### config.mk
export PLATFORM = sky130hd
export DESIGN_NAME = ls95_deser_flat
export DESIGN_NICKNAME = d
export VERILOG_FILES = /design/src/rtl/ls95_deser_if.sv /design/src/rtl/ls95_deser.sv /design/src/flat_wrapper.sv
export SDC_FILE = /design/constraint.sdc
export NUM_CORES = 1
export LEC_CHECK = 0
export BUFFER_PORTS_ARGS = -buffer_cell sky130_fd_sc_hd__buf_2
export CELL_PAD_IN_SITES_DETAIL_PLACEMENT = 0
export CELL_PAD_IN_SITES_GLOBAL_PLACEMENT = 1
export CORE_MARGIN = 5
export CORE_UTILIZATION = 40
export DETAILED_ROUTE_END_ITERATION = 8
export MAX_ROUTING_LAYER = met4
export PLACE_DENSITY_LB_ADDON = 0.12
export RECOVER_POWER = 25
export SLEW_MARGIN = 20
export SYNTH_ARGS = -nofsm -noshare
export SYNTH_HDL_FRONTEND = slang
export SYNTH_SLANG_ARGS = --single-unit
### constraint.sdc
create_clock -name clk_i -period 2.8 [get_ports clk_i]
set_input_delay 0.84 -clock clk_i [delete_from_list [all_inputs] [get_ports clk_i]]
set_output_delay 0.84 -clock clk_i [all_outputs]
set_load 0.005 [all_outputs]
### src/rtl/ls95_deser_if.sv
// ls95_deser_if: serial-link inputs and word handshake for the ls95 deserializer.
// The master side drives the bit stream and handshake; the slave side is the receiver.
interface ls95_deser_if #(
    parameter int WIDTH = 4
);
    logic             shift_en;
    logic             sdi;
    logic             sync;
    logic             ack;
    logic             clr_err;
    logic [WIDTH-1:0] q;
    logic             valid;
    logic             busy;
    logic             ovr;
    logic             ferr;

    modport master (
        output shift_en, sdi, sync, ack, clr_err,
        input  q, valid, busy, ovr, ferr
    );

    modport slave (
        input  shift_en, sdi, sync, ack, clr_err,
        output q, valid, busy, ovr, ferr
    );
endinterface

### src/rtl/ls95_deser.sv
// ls95_deser: reassembles a framed ls95 QD bit stream into WIDTH-bit words.
// The first bit of a word lands in q[WIDTH-1]; completed words use valid/ack.
module ls95_deser #(
    parameter int WIDTH = 4
) (
    input  logic            clk_i,
    input  logic            clr_n_i,
    ls95_deser_if.slave     bus
);
    localparam int CW = (WIDTH > 2) ? $clog2(WIDTH) : 1;
    localparam logic [CW-1:0] LAST = CW'(WIDTH - 1);

    typedef enum logic {HUNT, SHIFT} state_t;

    state_t           state_q, state_d;
    logic [CW-1:0]    cnt_q, cnt_d;
    logic [WIDTH-2:0] sr_q, sr_d;
    logic [WIDTH-1:0] q_q, q_d;
    logic             valid_q, valid_d;
    logic             busy_q, busy_d;
    logic             ovr_q, ovr_d;
    logic             ferr_q, ferr_d;
    logic             done;
    logic [WIDTH-1:0] word;

    always_comb begin
        state_d = state_q;
        cnt_d   = cnt_q;
        sr_d    = sr_q;
        q_d     = q_q;
        valid_d = valid_q;
        ovr_d   = ovr_q & ~bus.clr_err;
        ferr_d  = ferr_q & ~bus.clr_err;
        done    = 1'b0;
        word    = {sr_q, bus.sdi};

        if (bus.shift_en) begin
            unique case (state_q)
                HUNT: begin
                    if (bus.sync) begin
                        sr_d    = (WIDTH-1)'(bus.sdi);
                        cnt_d   = CW'(1);
                        state_d = SHIFT;
                    end
                end
                SHIFT: begin
                    if (bus.sync && cnt_q != '0) begin
                        ferr_d = 1'b1;
                        sr_d   = (WIDTH-1)'(bus.sdi);
                        cnt_d  = CW'(1);
                    end else if (cnt_q == '0) begin
                        sr_d  = (WIDTH-1)'(bus.sdi);
                        cnt_d = CW'(1);
                    end else if (cnt_q == LAST) begin
                        done  = 1'b1;
                        cnt_d = '0;
                    end else begin
                        sr_d  = (WIDTH-1)'({sr_q, bus.sdi});
                        cnt_d = cnt_q + CW'(1);
                    end
                end
                default: state_d = HUNT;
            endcase
        end

        if (bus.ack && valid_q)
            valid_d = 1'b0;

        // A completing word may replace q only if the old word is gone or acked now
        if (done) begin
            if (!valid_q || bus.ack) begin
                q_d     = word;
                valid_d = 1'b1;
            end else begin
                ovr_d = 1'b1;
            end
        end

        busy_d = (state_d == SHIFT) && (cnt_d != '0);
    end

    always_ff @(posedge clk_i) begin
        if (!clr_n_i) begin
            state_q <= HUNT;
            cnt_q   <= '0;
            sr_q    <= '0;
            q_q     <= '0;
            valid_q <= 1'b0;
            busy_q  <= 1'b0;
            ovr_q   <= 1'b0;
            ferr_q  <= 1'b0;
        end else begin
            state_q <= state_d;
            cnt_q   <= cnt_d;
            sr_q    <= sr_d;
            q_q     <= q_d;
            valid_q <= valid_d;
            busy_q  <= busy_d;
            ovr_q   <= ovr_d;
            ferr_q  <= ferr_d;
        end
    end

    assign bus.q     = q_q;
    assign bus.valid = valid_q;
    assign bus.busy  = busy_q;
    assign bus.ovr   = ovr_q;
    assign bus.ferr  = ferr_q;
endmodule

### src/flat_wrapper.sv
// flat-port wrapper written by rule: the top's interface ports become plain ports
module ls95_deser_flat 
#(
    parameter int WIDTH = 4
)
  (clk_i, clr_n_i, bus_shift_en, bus_sdi, bus_sync, bus_ack, bus_clr_err, bus_q, bus_valid, bus_busy, bus_ovr, bus_ferr);
  ls95_deser_if #(.WIDTH(WIDTH)) bus_i ();
  input  logic clk_i;
  input  logic clr_n_i;
  input wire logic [$bits(bus_i.shift_en)-1:0] bus_shift_en;
  input wire logic [$bits(bus_i.sdi)-1:0] bus_sdi;
  input wire logic [$bits(bus_i.sync)-1:0] bus_sync;
  input wire logic [$bits(bus_i.ack)-1:0] bus_ack;
  input wire logic [$bits(bus_i.clr_err)-1:0] bus_clr_err;
  output wire logic [$bits(bus_i.q)-1:0] bus_q;
  output wire logic [$bits(bus_i.valid)-1:0] bus_valid;
  output wire logic [$bits(bus_i.busy)-1:0] bus_busy;
  output wire logic [$bits(bus_i.ovr)-1:0] bus_ovr;
  output wire logic [$bits(bus_i.ferr)-1:0] bus_ferr;
  assign bus_i.shift_en = bus_shift_en;
  assign bus_i.sdi = bus_sdi;
  assign bus_i.sync = bus_sync;
  assign bus_i.ack = bus_ack;
  assign bus_i.clr_err = bus_clr_err;
  assign bus_q = bus_i.q;
  assign bus_valid = bus_i.valid;
  assign bus_busy = bus_i.busy;
  assign bus_ovr = bus_i.ovr;
  assign bus_ferr = bus_i.ferr;
  ls95_deser #(.WIDTH(WIDTH)) u_core (.clk_i(clk_i), .clr_n_i(clr_n_i), .bus(bus_i));
endmodule
==> metrics.md <==
| Metric | Value |
|---|---|
| Filler cells | 151 |
| Dpl cells | 92 |
| Worst setup margin | 1.18 ns |
| Non-filler instance count after layout | 96 |
| DR pass1 iterations | 3 |
| Dominant synthesized flop cell | dfxtp_1 |
| Drt first-iter violations | 7 |
| DP Wirelength | 861 µm |
| Area Overhead vs Synth | 18.8% |
| CP arrival | 1.83 ns |
| Max VDD drop | 276 µV |
| GRT Util Overall | 11.0% |
| Most frequent cell after synthesis | dfxtp_1 |
| Crit path launch type | primary input |
| Die ar. | 2460 µm² |
| Post-synth ARST share | 0% |
| Vias | 498 |
| RSZ-0062 raised after global routing | false |
| Max-cap violations | 0 |
| Max Clk Rate | 617 MHz |
| Starting Density | 42.1% |
| Antenna cells | 0 |
| Post-synth top cells | 14 x dfxtp_1, 8 x nand2_1, 7 x mux2i_1 |
| Area of the mapped netlist | 627 µm² |
| Synth cell types | 23 |
| Fin crit share | 57.8% |
| Core footprint | 1490 µm² |
| # rows | 14 |
| Pins Over Slew Limit | 0 |
| Vias per cell | 5.19 |
| TritonCTS clock tree | built |
| Post-synth EDFFs | 0 |
| Clock sinks | 14 |
| WL per Instance | 12.2 µm |
| Endpoints failing setup | 0 |
| Syn nets | 73 |
| Comb power frac | 8.4% |
| Net Switching | 0.0000916 W |
| Chip height | 49.6 µm |
| Worst-Skew Late Latency | 0.28 ns |
| Area share of the largest cell type after synthesis | 44.7% |
| Worst min-delay path category | reg -> reg |
| PortBufs | 14 |
| Total CTS buffers | 3 |
| Setup Fix Bufs, Post-CTS | 0 |
| Top Ports | 15 |
| Area contributors post-synth | dfxtp_1 45%, mux2i_1 11%, ha_1 6.0% |
| Vias in the first global route | 488 |
| Clock Skews | 0.00324 ns |
| Cts hold-fix bufs | 0 |
| Status | finished clean |
| Flop pwr share | 53.2% |
| Clock-pin slew on the worst setup and hold paths | 0.09 ns |
| Bufs on Longest Clock Path | 2 |
| Pre-CTS setup slack | 1.06 ns |
| Antenna violations before repair | 0 |
| PD cells | 521 nW/µm² |
| Type of destination of the critical path | flop |
| Grt ovf | 0 |
| Leak Pwr | 0.348 nW |
| First-pass GRT wire length | 2.04 mm |
| Synthesis-stage register bit count | 14 |
| Root Buffer Master | clkbuf_4 |
| Switching Share | 23.6% |
| Register area | 280 µm² |
| Final WL | 1.17 mm |
| R2r setup slk | 1.25 ns |
| Synth Instances | 63 |
| Internal power | 0.000296 W |
| Final #Nets | 91 |
| Final hold vios | 0 |
| Largest area contributor in the netlist | dfxtp_1 |
| Post-synthesis area per instance | 9.95 µm² |
| Utilization after layout | 50.0% |
| Die W | 49.6 µm |
| Relative slew margins | 60.7% |
| Critical path fanouts, max | 6 |
| Post-layout minimum cycle time | 1.62 ns |
| Actual slew at the worst max-slew pin | 0.584 ns |
| Clock power frac | 38.4% |
| Share of the yosys chip area belonging to registers | 44.7% |
| H-tree Lvls | 1 |
| CP required | 3.01 ns |
| Multi-input gate area | 324 µm² |
| ANT nets after route | 0 |
| Largest net degree at the start of global routing | 12 |
| Share of layout cells above drive strength 1 | 27.5% |
| Post-CTS Resized | 0 |
| Gpl congestion | 0.728 |
| Crit Path Category | in -> reg |
| Ys Warns | 0 |
| Total power | 0.000388 W |
| Setup TNS | 0 ns |
| Remaining DRCs | 0 |
==> flip-flops by register name, indices dropped and copies added (netlist names) <==
register / count
u_core.state_q: 1
u_core.sr_q: 3
u_core.cnt_q: 2
u_core.bus.q: 4
u_core.bus.valid: 1
u_core.bus.busy: 1
u_core.bus.ovr: 1
u_core.bus.ferr: 1
==> final cells by class <==
cell class | count | share of cell area, %
clock buffer | 4 | 4.87
inverter | 4 | 2.02
multi-input combinational | 44 | 43.5
sequential | 14 | 37.6
tap | 16 | 2.69
timing repair buffer | 14 | 9.24
==> cell families after synthesis <==
| kind of cell | count (synthesis) | share of synthesized area [%] |
|---|---|---|
| AO/OA/AOI/OAI | 10 | 12.0 |
| multiplexers | 7 | 11.2 |
| adder cells (fa/ha/maj) | 3 | 5.99 |
| buffers and inverters | 5 | 2.99 |
| flip-flops | 14 | 44.7 |
| AND/OR/NAND/NOR | 24 | 23.2 |
==> per-layer routing <==
layer | GRT usage [%] | routed length, µm | vias up
met5 | - | 0 | -
li1 | - | - | 255
met3 | 4.22 | 74 | 2
met2 | 14.2 | 481 | 11
met1 | 14.1 | 602 | 230
met4 | 6.55 | 10 | 0
==> final timing paths <==
kind	cells past startpoint	end	from
setup / recovery	4	u_core.sr_q[2]	bus_sync
hold / removal	2	u_core.bus.q[1]	u_core.bus.q[1]
setup reg to reg	4	u_core.sr_q[2]	u_core.cnt_q[1]
hold reg to reg	2	u_core.bus.q[1]	u_core.bus.q[1]
==> metrics by stage <==
| step | hold slack, ns | area, µm² |
|---|---|---|
| 2_1_floorplan | 0.443 | 627 |
| 3_3_place_gp | 0.443 | 713 |
| 3_5_place_dp | 0.454 | 713 |
| 4_1_cts | 0.469 | 749 |
| 5_1_grt | 0.484 | 744 |
| 6_report | 0.463 | 744 |
==> power groups by stage <==
stage / clock [W] / sequential (W) / combinational [W]
after floorplan: 0 / 0.000210 / 0.0000231
after global placement: 0 / 0.000211 / 0.0000339
after detailed placement: 0 / 0.000211 / 0.0000338
after CTS: 0.000148 / 0.000206 / 0.0000338
after global routing: 0.000164 / 0.000207 / 0.0000371
final: 0.000149 / 0.000206 / 0.0000327
==> placed cells by master (no fill, tap or decap) <==
cell       n
a211oi_2   1
a21boi_0   1
a21oi_1    3
a31oi_1    1
a32o_2     1
a32oi_1    1
and2_2     1
buf_2     13
clkbuf_1   1
clkbuf_4   3
clkbuf_8   1
dfxtp_1   14
ha_1       3
inv_1      4
mux2i_1    7
nand2_1    8
nand2b_1   3
nand3_1    2
nand4_1    1
nand4b_1   1
nand4b_4   1
nor2_1     4
nor2b_1    2
nor3b_2    1
o21ai_0    2
==> critical path, cell delays in order <==
cell	delay [ns]
buf_2	0.14
a21boi_0	0.12
o21ai_0	0.50
mux2i_1	0.24
Note: power is estimated with default switching activity, not from simulation.
